$ cat src/rtl/udp_wave_router.sv
// udp_wave_router
//   Receive-side packet controller between the UDP receive path and the two
//   DA sample FIFOs. Each packet starts with a 3-byte header: a channel byte
//   (0x01 = A, 0x02 = B) and a 16-bit raw frequency word, high byte first.
//   The rest of the packet is payload and is written to the selected FIFO.
//   The scaled frequency min(raw*4/5, 8191) is published for that channel.
//   Playback read enables use a start threshold with an empty stop
//   (hysteresis). Saturating drop and error counters are kept for bring-up.
//
//   Optional build macro WAVE_ROUTER_LEN_CHECK_EN: when defined, the number
//   of accepted bytes is checked against rec_byte_num at end of packet.
//
// Ports
//   clk, rst_n                 clock, asynchronous active-low reset
//   udp_rec_en/udp_rec_data    received payload byte strobe and data
//   rec_pkt_done/rec_byte_num  end-of-packet pulse and packet byte count
//   wr_data_count_a/b, full_a/b  FIFO fill levels and full flags
//   wr_en_a/b, fifo_in_a/b     FIFO write enables and data (registered)
//   rd_en_a/b                  playback read enables (registered)
//   freq_a/b, freq_upd_a/b     scaled frequency and one-cycle update pulse
//   drop_cnt, err_cnt          saturating drop / malformed-packet counters
module udp_wave_router #(
  parameter int unsigned START_LEVEL = 10,
  parameter int unsigned CNT_W       = 13
) (
  input  logic             clk,
  input  logic             rst_n,
  input  logic             udp_rec_en,
  input  logic [7:0]       udp_rec_data,
  input  logic             rec_pkt_done,
  input  logic [15:0]      rec_byte_num,
  input  logic [CNT_W-1:0] wr_data_count_a,
  input  logic [CNT_W-1:0] wr_data_count_b,
  input  logic             full_a,
  input  logic             full_b,
  output logic             wr_en_a,
  output logic             wr_en_b,
  output logic [7:0]       fifo_in_a,
  output logic [7:0]       fifo_in_b,
  output logic             rd_en_a,
  output logic             rd_en_b,
  output logic [12:0]      freq_a,
  output logic [12:0]      freq_b,
  output logic             freq_upd_a,
  output logic             freq_upd_b,
  output logic [15:0]      drop_cnt,
  output logic [7:0]       err_cnt
);

  typedef enum logic [2:0] {
    S_IDLE,
    S_HDR_FH,
    S_HDR_FL,
    S_PAYLOAD,
    S_DISCARD
  } state_t;

  state_t      r_state;
  state_t      w_state_byte;
  state_t      w_state_nxt;

  logic        r_sel;        // 0 = channel A, 1 = channel B
  logic [7:0]  r_raw_hi;
  logic        r_cap_vld;
  logic        r_cap_sel;
  logic [15:0] r_cap_raw;

  logic        w_bad_ch;
  logic        w_sel_ld;
  logic        w_sel_val;
  logic        w_hi_ld;
  logic        w_cap;
  logic        w_pay;
  logic        w_short;
  logic        w_len_err;
  logic        w_err_evt;
  logic        w_full_sel;
  logic [17:0] w_scaled;
  logic [12:0] w_freq;

  always_ff @(posedge clk or negedge rst_n) begin
    if (!rst_n) r_state <= S_IDLE;
    else        r_state <= w_state_nxt;
  end

  // The byte of this cycle is processed first (w_state_byte); an end-of-packet
  // pulse then overrides the destination, so "short packet" is judged on the
  // state reached after the byte.
  always_comb begin
    w_state_byte = r_state;
    w_bad_ch     = 1'b0;
    w_sel_ld     = 1'b0;
    w_sel_val    = r_sel;
    w_hi_ld      = 1'b0;
    w_cap        = 1'b0;
    w_pay        = 1'b0;
    if (udp_rec_en) begin
      case (r_state)
        S_IDLE: begin
          if (udp_rec_data == 8'h01) begin
            w_sel_ld     = 1'b1;
            w_sel_val    = 1'b0;
            w_state_byte = S_HDR_FH;
          end else if (udp_rec_data == 8'h02) begin
            w_sel_ld     = 1'b1;
            w_sel_val    = 1'b1;
            w_state_byte = S_HDR_FH;
          end else begin
            w_bad_ch     = 1'b1;
            w_state_byte = S_DISCARD;
          end
        end
        S_HDR_FH: begin
          w_hi_ld      = 1'b1;
          w_state_byte = S_HDR_FL;
        end
        S_HDR_FL: begin
          w_cap        = 1'b1;
          w_state_byte = S_PAYLOAD;
        end
        S_PAYLOAD: w_pay = 1'b1;
        S_DISCARD: w_state_byte = S_DISCARD;
        default:   w_state_byte = S_IDLE;
      endcase
    end
    w_short     = rec_pkt_done &&
                  ((w_state_byte == S_HDR_FH) || (w_state_byte == S_HDR_FL));
    w_state_nxt = rec_pkt_done ? S_IDLE : w_state_byte;
  end

  assign w_full_sel = r_sel ? full_b : full_a;
  assign w_scaled   = {r_cap_raw, 2'b00} / 18'd5;
  assign w_freq     = (w_scaled > 18'd8191) ? 13'h1FFF : w_scaled[12:0];

`ifdef WAVE_ROUTER_LEN_CHECK_EN
  logic [15:0] r_len;
  logic        r_pkt_flag;
  logic [15:0] w_len_total;

  assign w_len_total = r_len + 16'(udp_rec_en);
  // Packets already counted as bad (channel byte or short) are not counted again.
  assign w_len_err   = rec_pkt_done && !(r_pkt_flag || w_bad_ch || w_short) &&
                       (w_len_total != rec_byte_num);

  always_ff @(posedge clk or negedge rst_n) begin
    if (!rst_n) begin
      r_len      <= '0;
      r_pkt_flag <= 1'b0;
    end else begin
      r_len      <= rec_pkt_done ? '0 : w_len_total;
      r_pkt_flag <= rec_pkt_done ? 1'b0 : (r_pkt_flag | w_bad_ch);
    end
  end
`else
  logic w_unused_byte_num;
  assign w_unused_byte_num = ^rec_byte_num;
  assign w_len_err         = 1'b0;
`endif

  assign w_err_evt = w_bad_ch | w_short | w_len_err;

  always_ff @(posedge clk or negedge rst_n) begin
    if (!rst_n) begin
      r_sel      <= 1'b0;
      r_raw_hi   <= '0;
      r_cap_vld  <= 1'b0;
      r_cap_sel  <= 1'b0;
      r_cap_raw  <= '0;
      wr_en_a    <= 1'b0;
      wr_en_b    <= 1'b0;
      fifo_in_a  <= '0;
      fifo_in_b  <= '0;
      rd_en_a    <= 1'b0;
      rd_en_b    <= 1'b0;
      freq_a     <= '0;
      freq_b     <= '0;
      freq_upd_a <= 1'b0;
      freq_upd_b <= 1'b0;
      drop_cnt   <= '0;
      err_cnt    <= '0;
    end else begin
      if (w_sel_ld) r_sel    <= w_sel_val;
      if (w_hi_ld)  r_raw_hi <= udp_rec_data;

      // Capture stage, then scale stage one cycle later.
      r_cap_vld <= w_cap;
      if (w_cap) begin
        r_cap_raw <= {r_raw_hi, udp_rec_data};
        r_cap_sel <= r_sel;
      end
      freq_upd_a <= r_cap_vld & ~r_cap_sel;
      freq_upd_b <= r_cap_vld &  r_cap_sel;
      if (r_cap_vld &  r_cap_sel) freq_b <= w_freq;
      if (r_cap_vld & ~r_cap_sel) freq_a <= w_freq;

      wr_en_a <= w_pay & ~r_sel & ~full_a;
      wr_en_b <= w_pay &  r_sel & ~full_b;
      if (w_pay & ~r_sel) fifo_in_a <= udp_rec_data;
      if (w_pay &  r_sel) fifo_in_b <= udp_rec_data;

      if (w_pay && w_full_sel && (drop_cnt != 16'hFFFF)) drop_cnt <= drop_cnt + 16'd1;
      if (w_err_evt && (err_cnt != 8'hFF))              err_cnt  <= err_cnt + 8'd1;

      if (wr_data_count_a >= CNT_W'(START_LEVEL)) rd_en_a <= 1'b1;
      else if (wr_data_count_a == '0)             rd_en_a <= 1'b0;
      if (wr_data_count_b >= CNT_W'(START_LEVEL)) rd_en_b <= 1'b1;
      else if (wr_data_count_b == '0)             rd_en_b <= 1'b0;
    end
  end

endmodule

$ cat config.mk
export PLATFORM = sky130hd
export DESIGN_NAME = udp_wave_router
export DESIGN_NICKNAME = d
export VERILOG_FILES = /design/src/rtl/udp_wave_router.sv
export SDC_FILE = /design/constraint.sdc
export NUM_CORES = 1
export LEC_CHECK = 0
export BUFFER_PORTS_ARGS = -buffer_cell sky130_fd_sc_hd__buf_4
export CAP_MARGIN = 10
export CORE_MARGIN = 2
export CORE_UTILIZATION = 35
export CTS_CLUSTER_DIAMETER = 100
export DETAILED_ROUTE_END_ITERATION = 10
export PLACE_DENSITY = 0.66
export SLEW_MARGIN = 30
export SYNTH_ARGS = -nofsm -noshare
export SYNTH_HDL_FRONTEND = slang
export SYNTH_SLANG_ARGS = --single-unit
$ cat constraint.sdc
create_clock -name clk -period 7.8 [get_ports clk]
set_input_delay 0.78 -clock clk [delete_from_list [all_inputs] [get_ports clk]]
set_output_delay 0.78 -clock clk [all_outputs]
set_load 0.01 [all_outputs]
* After elaboration in Yosys (flattened, before gate mapping) *
Cells that the tools add are included.

storage, ports and cells
  word-level logic and storage cells = 84
  flip-flop bits (word level) = 102
  bits of input ports = 56
  output and inout bits = 72

operators by class
  add/subtract/negate cells = 2
  div/mod/pow operators = 1
  reductions and logical operators = 12
  equality and inequality tests = 10
  bitwise operators = 11
  multiplexer cells = 27
  order comparisons = 3

operators by type and width
  operator                                                            count
  greater-or-equal comparator 13 x 4 -> 1 bit, second input constant  2
  logical NOT 13 bit                                                  2
  two-way mux 1 bit                                                   21
  divider 18 x 3 -> 18 bit, second input constant                     1
  > comparator 18 x 13 -> 1 bit, second input constant                1
  adder 16 x 1 -> 16 bit, second input constant                       1
  inequality test 16 bit, second input constant                       1
  case mux 3 bit (5 select lines)                                     1
  two-way mux 13 bit                                                  1
  two-way mux 3 bit                                                   4
  equality test 3 x 2 -> 1 bit, second input constant                 3
  adder 8 x 1 -> 8 bit, second input constant                         1
  equality test 8 x 1 -> 1 bit, second input constant                 1
  equality test 8 x 2 -> 1 bit, second input constant                 1
  inequality test 8 bit, second input constant                        1
  AND 1 bit                                                           6
  equality test 3 x 1 -> 1 bit, second input constant                 2
  nonzero test 2 bit                                                  3
  logical AND 1 bit                                                   4
  inverter 1 bit                                                      4
  AND reduction 4 bit                                                 1
  equality test 3 bit, second input constant                          1
  logical NOT 3 bit                                                   1
  logical OR 1 bit                                                    1
  bitwise OR 1 bit                                                    1

* Logic depth before layout (Yosys ltp) *
  depth after elaboration = 10
  gate-level depth with buffers = 32
  gate-level depth less buffers = 27

* Worst setup path before layout *
Ideal clock, no wire load.

  path kind = register -> register
  start point = register r_cap_raw[12]
  end point = register freq_b[0]
  required time = 7.663 ns
  cell stages (with the launch flop) = 30
  period minus slack after synthesis = 5.859 ns
  setup time = 0.137 ns
  buffers on the path = 4
  path slack = 1.941 ns
  arrival time = 5.721 ns
  path through = dfrtp_1 > buf_4 > or2_1 > o32ai_2 > a2111oi_4 > or2_1 > buf_4 > a31o_1 > a221o_1 > a21bo_4 > buf_6 > a221o_1 > o21ai_2 > buf_2 > nand2_1 > xnor2_1 > o32ai_2 > inv_1 > ha_1 > inv_1 > nor2_1 > a31oi_2 > o31ai_1 > a21oi_1 > nor2_1 > ha_1 > nor4_1 > o22ai_1 > a311oi_1 > a21oi_1

on the way
  word-level cells in the longest chain between the ends = 3

RTL lines
  what                           RTL line  RTL
  start, declared                66        logic [15:0] r_cap_raw;
  start signal, assigned         188       r_cap_raw <= {r_raw_hi, udp_rec_data};
  divider 18 x 3 -> 18 bit *     132       assign w_scaled = {r_cap_raw, 2'b00} / 18'd5;
  > comparator 18 x 13 -> 1 bit  133       assign w_freq = (w_scaled > 18'd8191) ? 13'h1FFF : w_scaled[12:0];
  two-way mux 13 bit *           133
  end signal, assigned           193       if (r_cap_vld & r_cap_sel) freq_b <= w_freq;
  end, declared                  43        output logic [12:0] freq_b,

Every way passes the cells marked *; elsewhere a longest branch is shown, timed or not.
A chain may end at the register's enable or synchronous reset.

* Worst setup path in the final report *
  start point = register r_cap_raw[10]
  end point = register freq_b[0]

Same word-level chain as after synthesis.

==> results.md <==
* CTS Buf Count at 9
* Worst path required time at about 8000 ps
* Core Box Area at ~17000 µm²
* Worst-Margin Slew at about 750 ps
* Unique masters post-synth at 85
* Critical Path End Type: flip-flop
* Startpoint class of the critical path: flip-flop
* Crit path arrival time at around 7100 ps
* Die Area at ~19000 µm²
* Critical path fanouts, max at 17
* Capturing point of the worst reg2reg path: freq_b[0]
* DR vias at approximately 5300
* Crit path kind: flip-flop to flip-flop
* R2R setup slack at 920 ps
* Mapped cell area at around 6000 µm²
* Max-cap violations at 0
* Setup Fix Bufs, Post-CTS at 0
* Vias in the first global route at roughly 4800
* # hold bufs at CTS at 0
* Tcrit/Tclk final at about nine tenths
* Unrepaired setup endpoints after global routing: false
* Reg clk slew, reported paths at 80 ps
* Register bit total from synthesis at between 100 and 150
* Synth async-reset ratio at 100.0%
* Reg power frac at 44.8%
* Rel. slew slack at 49.89%
* Fin. max-slew vios at 0
* GP Congestion at around 0.86
* Layout Cells excl Fill at approximately 980
* First-pass GRT wire length at 24.92 mm
* Area growth, synth to finish at 19.96%
* Post-CTS resize count at 0
* Post-Syn Nets at roughly 730
* Synth Flop Type: dfrtp_1
* Setup_tns at 0 ps
* H-tree lvl count at 3
* Port Buffers at about 110
* Top cells by count, synth: dfrtp_1, nand2_1, nor2_1
* Die outline height at around 140 µm
* Num rows at 48
* Root Driver: clkbuf_16
* CTS tree: yes
* Hold Vio Cnt, Final at 0
* Worst skew pair latency at 350 ps
* Sequential share of the synthesized area at roughly two fifths
* Starting Density at between 30% and 40%
* DRC Markers at 0
* Synth area leaders: dfrtp_1, mux2_2, nand2_1
* Chip Width at about 140 µm
* Wirelength, routed at approximately 15 mm
* Longest Clk Path Bufs at 2
* Most numerous cell in the Yosys netlist: dfrtp_1
* Clk sinks at 102
* Reg2reg start: r_cap_raw[10]
* Nets at slightly above 800
* Synthesized area per cell at 9.197 µm²
* Comb power frac at about a fifth
* I/O pin count at around 130
* FF-to-FF path depth at 27
* First DRT Iteration DRCs at between 300 and 400
* Drt pass-1 iters at 5
* Min Tclk post-route at just under 7000 ps
* Total grt overflow at 0
* YS warnings at 0
* Routed WL per cell at approximately 16 µm
* Run status: finished clean
* Average vias per placed instance at approximately 5.4
* Clk pwr share at 34.6%
* Post-Place Cells at around 960
* Type of the tightest min-delay check: input port to asynchronous set/reset pin
* Cell count after synthesis at ~670
* Endpoints failing setup at 0
* Switch share at a little under a third
* Largest area contributor in the netlist: dfrtp_1
* N_diodes at 0
* Post-synth top area share at ~42%
* Number of synthesized flops with an enable pin at 0
* Fraction of layout cells with a size suffix above 1 at between 20% and 30%
* Psw at 391.4 µW
* Leakage power at ~0.0034 µW
* P_int at around 890 µW
* GRT Total Usage at about 17%
* Pwr/cell area at roughly 170 nW/µm²
* Largest net degree at the start of global routing at 60
* FMAX at between 0.1 and 0.15 GHz
* VDD IR-drop max at approximately 140 µV
* Skew final at ~6.7 ps
* Initial antenna violation count at 0
* Post-route ant nets at 0
* Hpwl dp at around 11 mm
==> layout by cell type, fill, tap and decap left out, types with 18 or more instances in the layout <==
cell     synthesis  layout
a21oi_1         41      41
buf_4            5     115
dfrtp_1        102     102
inv_1           19      19
mux2_2          33      33
nand2_1         70      70
nand3_1         30      30
nor2_1          56      56
o21ai_0         47      47
xnor2_1         18      18
==> layout make-up <==
class | count | area, µm²
Timing Repair Buffer | 115 | 863.3
Multi-Input combinational cell | 502 | 3307
Fill cell | 1683 | 9867
Clock inverter | 7 | 68.82
Sequential cell | 102 | 2552
Inverter | 19 | 71.32
Tap cell | 225 | 281.5
Clock buffer | 9 | 225.2
==> worst max path at each step <==
stage / startpoint / end / slack, ps / cells after the start
finish: r_cap_raw[10] / freq_b[0] / 920 / 27
global route: r_cap_raw[10] / freq_b[0] / 340 / 26
CTS: r_cap_raw[10] / freq_b[0] / 980 / 27
detailed placement: r_cap_raw[10] / freq_b[0] / 1030 / 27
global placement: r_cap_raw[10] / freq_b[0] / 990 / 27
floorplan: r_cap_raw[12] / freq_b[0] / 1940 / 29
==> power by group through the flow <==
| stage | registers, µW | clock network, µW | logic [µW] |
|---|---|---|---|
| CTS | 575 | 454 | 263 |
| global placement | 584 | 0 | 261 |
| finish | 574 | 443 | 264 |
| detailed placement | 585 | 0 | 263 |
| global route | 578 | 472 | 294 |
| floorplan | 586 | 0 | 173 |
==> layer usage <==
metal	global-route usage, %	up-vias	part of all wire (%)	wire (µm)
met1	24.07	2498	46	7102
met2	24.69	175	45	6969
met5	0	-	0	0
met4	4.225	0	1.1	170
met3	4.213	16	7.0	1074
li1	-	2606	-	-
==> metrics by stage <==
| stage | power, µW | cell area, µm² | hold slack, ps | utilization (%) | worst slack, ps |
|---|---|---|---|---|---|
| finish | 1282 | 7370 | 422.0 | 42.76 | 924.8 |
| detailed placement | 847.4 | 7072 | 464.9 | 41.03 | 1027 |
| global placement | 845.3 | 7072 | 456.0 | 41.03 | 993.5 |
| floorplan | 758.8 | 6143 | 446.0 | - | 1941 |
| CTS | 1292 | 7366 | 436.7 | 42.73 | 977.1 |
| global route | 1345 | 7370 | 463.6 | 42.76 | 343.2 |
==> critical path, stage by stage (launching register included) <==
cell      delay [ps]
dfrtp_1          580
nand2b_1         260
nor3_1           470
o32ai_1          160
buf_4            190
nand2_1          150
nor4_1            70
or4_4            570
a21bo_4          300
a211oi_1         230
o311a_1          300
nand2_2          220
nor2_1           300
xnor2_1          120
o32ai_2          350
inv_1            120
ha_1             260
inv_1            130
nor2_1            80
a31oi_2          180
o31ai_1          180
a21oi_1          220
nor2_1            60
ha_1             320
nor4_1           330
o22ai_1          110
a311oi_1         360
a21oi_1          120
==> cell families (layout without fill, tap and decap cells) <==
family                   Yosys count  in the layout  share of synthesized area (%)
AO/OA/AOI/OAI                    190            190                          22.02
XOR/XNOR                          31             31                          4.420
buffers and inverters             64            150                          4.766
multiplexers                      38             38                          7.027
flip-flops                       102            102                          41.55
AND/OR/NAND/NOR                  237            237                          19.02
adder cells (fa/ha/maj)            6              6                          1.202
==> state kept, by name, indices dropped and copies added, names as in the netlist, 3 cells and up <==
| name | count |
|---|---|
| fifo_in_a | 8 |
| r_raw_hi | 8 |
| fifo_in_b | 8 |
| r_cap_raw | 16 |
| err_cnt | 8 |
| freq_b | 13 |
| r_state | 3 |
| drop_cnt | 16 |
| freq_a | 13 |
(Power assumes the default switching activity.)
